<file path="config.mk">
export PLATFORM = sky130hd
export DESIGN_NAME = car_alarm_controller
export DESIGN_NICKNAME = d
export VERILOG_FILES = /design/src/rtl/car_alarm_pkg.sv /design/src/rtl/car_alarm_controller_timer.sv /design/src/rtl/car_alarm_controller.sv
export SDC_FILE = /design/constraint.sdc
export NUM_CORES = 1
export LEC_CHECK = 0
export ABC_CLOCK_PERIOD_IN_PS = 2300
export CAP_MARGIN = 20
export CORE_MARGIN = 5
export CORE_UTILIZATION = 49
export DETAILED_ROUTE_END_ITERATION = 16
export PLACE_DENSITY = 0.76
export REMOVE_ABC_BUFFERS = 1
export SLEW_MARGIN = 30
export SYNTH_ARGS = -nofsm -noshare
export SYNTH_HDL_FRONTEND = slang
export SYNTH_SLANG_ARGS = --single-unit
</file>
<file path="constraint.sdc">
create_clock -name clk -period 2.3 [get_ports clk]
set_input_delay 0.23 -clock clk [delete_from_list [all_inputs] [get_ports clk]]
set_output_delay 0.23 -clock clk [all_outputs]
set_load 0.05 [all_outputs]
</file>
<file path="src/rtl/car_alarm_pkg.sv">
// Shared definitions for the car alarm controller.
//   - 2-bit state encoding (DISARMED, ARMED, ENTRY, SIREN); the encoding is
//     visible on the AlarmState debug port, so it must not change.
//   - Default entry-delay / siren-time / counter-width constants.
//   - lightsLeftOn(): the lights-left-on warning condition.
package car_alarm_pkg;

   typedef logic [1:0] alarmState_t;

   localparam logic [1:0] DISARMED = 2'd0;
   localparam logic [1:0] ARMED    = 2'd1;
   localparam logic [1:0] ENTRY    = 2'd2;
   localparam logic [1:0] SIREN    = 2'd3;

   localparam int DEFAULT_ENTRY_DELAY = 8;
   localparam int DEFAULT_SIREN_TIME  = 16;
   localparam int DEFAULT_CNT_W       = 8;

   function automatic logic lightsLeftOn(input logic lightsOn,
                                         input logic doorOpen,
                                         input logic ignitionOn);
      return lightsOn & doorOpen & ~ignitionOn;
   endfunction

endpackage

</file>
<file path="src/rtl/car_alarm_controller_timer.sv">
// alarm_timer: down-counter shared by the ENTRY and SIREN phases.
// Ports:
//   clk, reset      clock and synchronous active-high reset
//   clear           synchronous clear to 0 (highest priority after reset)
//   load, loadValue load a new terminal count
//   decrement       count down by one; saturates at 0, never wraps
//   count           current counter value
//   done            terminal count reached (count == 0)
module alarm_timer
   import car_alarm_pkg::*;
#(
   parameter int CNT_W = DEFAULT_CNT_W
) (
   input  logic             clk,
   input  logic             reset,
   input  logic             clear,
   input  logic             load,
   input  logic [CNT_W-1:0] loadValue,
   input  logic             decrement,
   output logic [CNT_W-1:0] count,
   output logic             done
);

   always_ff @(posedge clk) begin
      if (reset || clear) begin
         count <= '0;
      end else if (load) begin
         count <= loadValue;
      end else if (decrement && (count != '0)) begin
         count <= count - 1'b1;
      end
   end

   assign done = (count == '0);

endmodule

</file>
<file path="src/rtl/car_alarm_controller.sv">
// car_alarm_controller: arm/disarm sequencing, entry-delay countdown, bounded
// siren drive and the registered lights-left-on warning.
// Ports:
//   clk, reset        clock and synchronous active-high reset
//   IgnitionSignalOn  ignition on
//   OpenDoorSign      any door open
//   CarLightsOnSign   headlights on
//   ArmRequest        one-cycle arm pulse from key fob
//   DisarmRequest     one-cycle disarm pulse from key fob
//   CarAlarmSignal    siren drive (high in SIREN)
//   ArmedIndicator    high in every state except DISARMED
//   EntryChirp        high in ENTRY
//   LightsWarning     registered lights & door & ~ignition
//   AlarmState        state register, for debug
//
// state    | meaning
// DISARMED | idle, counter held at 0
// ARMED    | watching door and ignition, counter held at 0
// ENTRY    | door opened while armed, counting down the entry delay
// SIREN    | siren on, counting down the siren time
module car_alarm_controller
   import car_alarm_pkg::*;
#(
   parameter int ENTRY_DELAY = DEFAULT_ENTRY_DELAY,
   parameter int SIREN_TIME  = DEFAULT_SIREN_TIME,
   parameter int CNT_W       = DEFAULT_CNT_W
) (
   input  logic       clk,
   input  logic       reset,
   input  logic       IgnitionSignalOn,
   input  logic       OpenDoorSign,
   input  logic       CarLightsOnSign,
   input  logic       ArmRequest,
   input  logic       DisarmRequest,
   output logic       CarAlarmSignal,
   output logic       ArmedIndicator,
   output logic       EntryChirp,
   output logic       LightsWarning,
   output logic [1:0] AlarmState
);

   localparam logic [CNT_W-1:0] ENTRY_LOAD = CNT_W'(ENTRY_DELAY - 1);
   localparam logic [CNT_W-1:0] SIREN_LOAD = CNT_W'(SIREN_TIME - 1);

   alarmState_t      state;
   alarmState_t      nextState;
   logic             timerClear;
   logic             timerLoad;
   logic [CNT_W-1:0] timerLoadValue;
   logic             timerDec;
   logic [CNT_W-1:0] timerCount;
   logic             timerDone;

   alarm_timer #(
      .CNT_W (CNT_W)
   ) uTimer (
      .clk       (clk),
      .reset     (reset),
      .clear     (timerClear),
      .load      (timerLoad),
      .loadValue (timerLoadValue),
      .decrement (timerDec),
      .count     (timerCount),
      .done      (timerDone)
   );

   always_comb begin
      nextState      = state;
      timerClear     = 1'b0;
      timerLoad      = 1'b0;
      timerLoadValue = '0;
      timerDec       = 1'b0;

      if (DisarmRequest) begin
         // Disarm overrides arm and every timer-driven transition.
         nextState  = DISARMED;
         timerClear = 1'b1;
      end else begin
         case (state)
            DISARMED: begin
               timerClear = 1'b1;
               if (ArmRequest && !IgnitionSignalOn && !OpenDoorSign) begin
                  nextState = ARMED;
               end
            end
            ARMED: begin
               // Hot-wire beats a door opening.
               if (IgnitionSignalOn) begin
                  nextState      = SIREN;
                  timerLoad      = 1'b1;
                  timerLoadValue = SIREN_LOAD;
               end else if (OpenDoorSign) begin
                  nextState      = ENTRY;
                  timerLoad      = 1'b1;
                  timerLoadValue = ENTRY_LOAD;
               end
            end
            ENTRY: begin
               // Closing the door again does not cancel the countdown.
               if (IgnitionSignalOn || timerDone) begin
                  nextState      = SIREN;
                  timerLoad      = 1'b1;
                  timerLoadValue = SIREN_LOAD;
               end else begin
                  timerDec = 1'b1;
               end
            end
            default: begin
               if (timerDone) begin
                  nextState  = ARMED;
                  timerClear = 1'b1;
               end else begin
                  timerDec = 1'b1;
               end
            end
         endcase
      end
   end

   always_ff @(posedge clk) begin
      if (reset) begin
         state         <= DISARMED;
         LightsWarning <= 1'b0;
      end else begin
         state         <= nextState;
         LightsWarning <= lightsLeftOn(CarLightsOnSign, OpenDoorSign, IgnitionSignalOn);
      end
   end

   assign CarAlarmSignal = (state == SIREN);
   assign ArmedIndicator = (state != DISARMED);
   assign EntryChirp     = (state == ENTRY);
   assign AlarmState     = state;

endmodule

</file>
# Yosys cells after proc, flatten, opt, wreduce, memory -nomap -nowiden
# Cells that the tools add are included.
# word_totals
elab_cells,55
inputBits,7
ff_bits,11
out_inout_bits,6
# classes
eq_ne,6
reduce_logical,17
n_mux,25
n_addsub,1
bitwise,3
# ops
operator,count
$mux 8,2
$mux 4,3
$mux 2,5
$mux 1,9
$logic_not 8->1,1
$pmux 4 s2,1
$reduce_bool 8->1,1
$sub 8x1->8 const B,1
$pmux 1 s2,3
$pmux 2 s3,1
$reduce_or 2->1,3
$eq 2x2->1 const B,2
$reduce_and 4->1,1
$reduce_bool 2->1,2
$reduce_bool 4->1,1
$logic_and 1x1->1,3
$mux 3,1
$ne 3x3->1 const B,1
$and 1x1->1,2
$eq 2x1->1 const B,1
$logic_not 1->1,2
$logic_not 2->1,1
$logic_or 1x1->1,2
$ne 2x1->1 const B,1
2 further kinds,2

# Longest topological paths before layout
# depth
word_depth,8
mapped_depth,8
depth_no_buf,7

# By module
# From an unflattened synthesis, not the netlist that was laid out.
# hier_totals
hier_cells,97
area_unflattened_um2,775.7
# modules_own_cells
mod,area_each_um2,cells_per_inst,n_inst,seq_area_each_um2
alarm_timer,476.7,57,1,160.2
car_alarm_controller,299.0,40,1,60.1

# Worst setup path after synthesis
# OpenSTA, ideal clock, no wires.
# synth_path
path_type,register -> register
start,reg state[1] (netlist: AlarmState[1])
end,reg uTimer.count[5]
path_slack_ns,-0.231
path_stages_with_launch,8
setup_ns,0.116
synth_period_minus_slack_ns,2.531
required_ns,2.184
arrival_ns,2.414
n_path_buf,1
path_cell_list,dfxtp_1 > ha_1 > or2b_1 > a221o_1 > buf_6 > nor4_1 > xnor2_1 > nor2_1
# synth_between
word_cells_on_any_way,15
cone_classes,2 x eq/ne; 7 x mux; 6 x reduce/logical
# synth_rtl
item,line,rtl
"start, declared",car_alarm_controller.sv:45,alarmState_t state;
"start signal, assigned",car_alarm_controller.sv:125,state <= nextState;
$eq 2x2->1 (*),-,
via EntryChirp,car_alarm_controller.sv:37,"output logic EntryChirp,"
$pmux 1 s2 / $reduce_or 2->1 (equally long branches),-,
$mux 1 / $pmux 1 s2 (equally long branches),"car_alarm_controller.sv:74, car_alarm_controller.sv:79",
$logic_and 1x1->1 / $mux 1 (equally long branches),"car_alarm_controller_timer.sv:29, car_alarm_controller.sv:74",
$reduce_bool 2->1 (no line) / $logic_or 1x1->1 (equally long branches),-,
"end signal, assigned",car_alarm_controller_timer.sv:28,count <= loadValue;
"end signal, assigned",car_alarm_controller_timer.sv:30,count <= count - 1'b1;
"end, declared",car_alarm_controller_timer.sv:20,"output logic [CNT_W-1:0] count,"
# Mark *: on every way through the listed nets, which the timed path passes. The rest lies on a longest branch.
# A chain may end at the register's enable or synchronous reset.

# Worst setup path after layout
# layout_path
start,reg state[0] (netlist: AlarmState[0])
end,out ArmedIndicator
# layout_between
elab_chain_cells,1
# layout_rtl
item,line,rtl
$reduce_bool 2->1,car_alarm_controller.sv:131,assign ArmedIndicator = (state != DISARMED);
"end, declared",car_alarm_controller.sv:36,"output logic ArmedIndicator,"
# Every way passes these cells.

==> run_results.csv <==
group,metric,value,unit
worst_setup_path,rrSetupSlack,240,ps
yosys,ys_ff_latch,11,
outcome,status,"finished, final reports clean",
clocking,h-tree-depth,1,
worst_setup_path,crit_arrival,1860,ps
clocking,post_cts_buffers,0,
yosys,netlist_area,685.7,sq um
clocking,tritoncts,"built",
worst_setup_path,r2r_cells,7,
timing,fin_crit_sh,90.87,%
pwr,power_density,425.1,nW/um^2
die,fp.coreArea,1318,sq um
pwr,peakVddDrop,0.2490,mV
drt,viasPerCell,5.422,
cells_and_area,fin_area,839.6,sq um
pwr,p_leak,0.3137,nW
global_routing,antenna_found_initial,0,
clocking,cts_sinks,11,
drt,wl,1302,microns
cells_and_area,antennaDiodeCount,0,
timing,holdWs,529.9,ps
timing,layout_setup_ws,210.1,ps
worst_setup_path,end_kind,"output port",
drt,firstDrtPassIters,4,
worst_setup_path,endpoint,"ArmedIndicator",
yosys,seq_area_frac_synth,32.12,%
placement,dpl_cell_area,813.3,sq um
clocking,cts_resized,0,
timing,fin_crit,2090,ps
worst_setup_path,startpoint,"AlarmState[0]",
min_path,min_from,"uTimer.count[6]",
yosys,yosysUniqueCellTypes,27,
cells_and_area,nets,108,
drt,route.antenna.remaining_nets,0,
timing,slew_headroom,66.40,%
die,die_w,47.41,microns
clocking,root_buffer,"clkbuf_4",
placement,portBuffers,12,
drt,via_count,591,
die,start_util,52.04,%
cells_and_area,layout_common_cells,"clkdlybuf4s50_1 (12), dfxtp_1 (11), nor2_1 (10)",
worst_setup_path,startpoint_type,"register",
placement,dpl.cell_count,105,
drt,dr.first_iter.drc_count,12,
global_routing,first_global_vias,550,
yosys,yosysTopAreaCellShare,32.12,%
cells_and_area,instances_no_fill,109,
min_path,hp-class,"register to register",
cells_and_area,utilization,63.72,%
timing,worstMarginPinSlew,502.4,ps
worst_setup_path,reg2reg_from,"AlarmState[0]",
pwr,finalPower,356.9,uW
timing,max_clock_freq,478.5,MHz
clocking,clkLatencyLatePin,270,ps
clocking,clockBufferDepth,2,
timing,hold_viol,0,
yosys,yosys_warnings,0,
global_routing,overflow,0,
global_routing,grt_max_degree,11,
drt,drc,0,
global_routing,grt.total_usage,15.42,%
timing,grt_setup_unrepaired,"false",
yosys,syn_avg_cell_area,8.679,sq um
clocking,cts_made_buffers,3,
cells_and_area,drive_gt1_share,6.383,%
drt,wl_per_cell,11.94,microns
placement,gp_congestion,0.8205,
worst_setup_path,r2r_end,"AlarmState[0]",
die,die_y,47.41,microns
yosys,yosys.area.top_type,"dfxtp_1",
worst_setup_path,cp.required,2070,ps
worst_setup_path,critical_path.max_fanout,4,
clocking,holdBufCountCts,0,
run,drv_cap,0,
global_routing,grt_pass1_wl,2387,microns
placement,place_ws,214.9,ps
timing,drv_slew,0,
cells_and_area,area_growth,22.45,%
worst_setup_path,critical_path_class,"register to output port",
die,ios,13,
cells_and_area,mostFrequentLayoutCell,"clkdlybuf4s50_1",
clocking,clk_pin_slew_worst_paths,70,ps
placement,hpwl,1041,microns
die,die_area,2247,sq um
yosys,synthCells,79,
timing,timing.setup.tns,0,ps
yosys,synth.area.top_cells,"dfxtp_1 (32%), ha_1 (11%), xnor2_1 (7.7%), nor2_1 (5.5%), a21oi_1 (5.1%)",
die,rows,13,
timing,finClkSkew,6.285,ps
timing,setup_violations,0,
worst min-delay path by stage:
stage / endpoint / slack [ps] / cells past startpoint
after floorplan: LightsWarning / 310 / 1
after global placement: uTimer.count[6] / 490 / 2
after detailed placement: uTimer.count[6] / 510 / 2
after CTS: uTimer.count[6] / 520 / 2
after global routing: LightsWarning / 540 / 2
final: uTimer.count[6] / 530 / 2
worst max-delay path: stages (launching register included):
cell	delay, ps
dfxtp_1	380
inv_1	100
ha_1	230
inv_1	80
clkdlybuf4s50_1	800
cells by family after synthesis:
family	after synthesis	synth area share (%)
adders and majority gates	6	10.95
muxes	1	1.460
xor gates and xnor gates	6	7.664
DFF	11	32.12
and+or+nand+nor	30	26.09
buffers and inverters	9	6.022
AOI/OAI and AO/OA	16	15.69
synth_stat cells (all sizes together):
library cell  instances
mux2i                 1
xnor2                 6
buf                   1
nor3b                 1
nor4                  4
nand2                 4
nor3                  2
a22oi                 1
nand2b                2
a221o                 3
nand3                 1
o21ai                 2
a211oi                1
or2b                  1
a21oi                 7
dfxtp                11
nor4bb                1
or3                   3
inv                   8
a2111oi               1
or4                   1
nor2                 10
o211ai                1
ha                    6
registers in the layout, indices dropped and copies added, names as in the netlist:
name,cells
AlarmState,2
LightsWarning,1
uTimer.count,8
area by class of cell:
| cell class | count | area, sq um |
|---|---|---|
| fill | 116 | 478.0 |
| multi-input combinational | 59 | 424.2 |
| sequential | 11 | 220.2 |
| timing repair buffer | 12 | 120.1 |
| inverter | 8 | 30.03 |
| clock buffer | 4 | 26.28 |
| tap | 15 | 18.77 |
power by group:
group | leakage (nW) | internal [mW] | switching, mW | total (mW)
Clock | 0.0150 | 0.0670 | 0.0591 | 0.126
Combinational | 0.210 | 0.0184 | 0.0198 | 0.0382
Sequential | 0.0887 | 0.192 | 0.000950 | 0.193
Total | 0.314 | 0.277 | 0.0799 | 0.357
per-layer routing:
layer  global-route usage (%)  routed length [microns]  up-vias
li1                         -                        -      311
met1                    18.37                      612      266
met2                    23.26                      597       10
met3                    7.280                       74        4
met4                    7.182                       18        0
met5                        0                        0        -
Power figures use the tool's default switching activity.
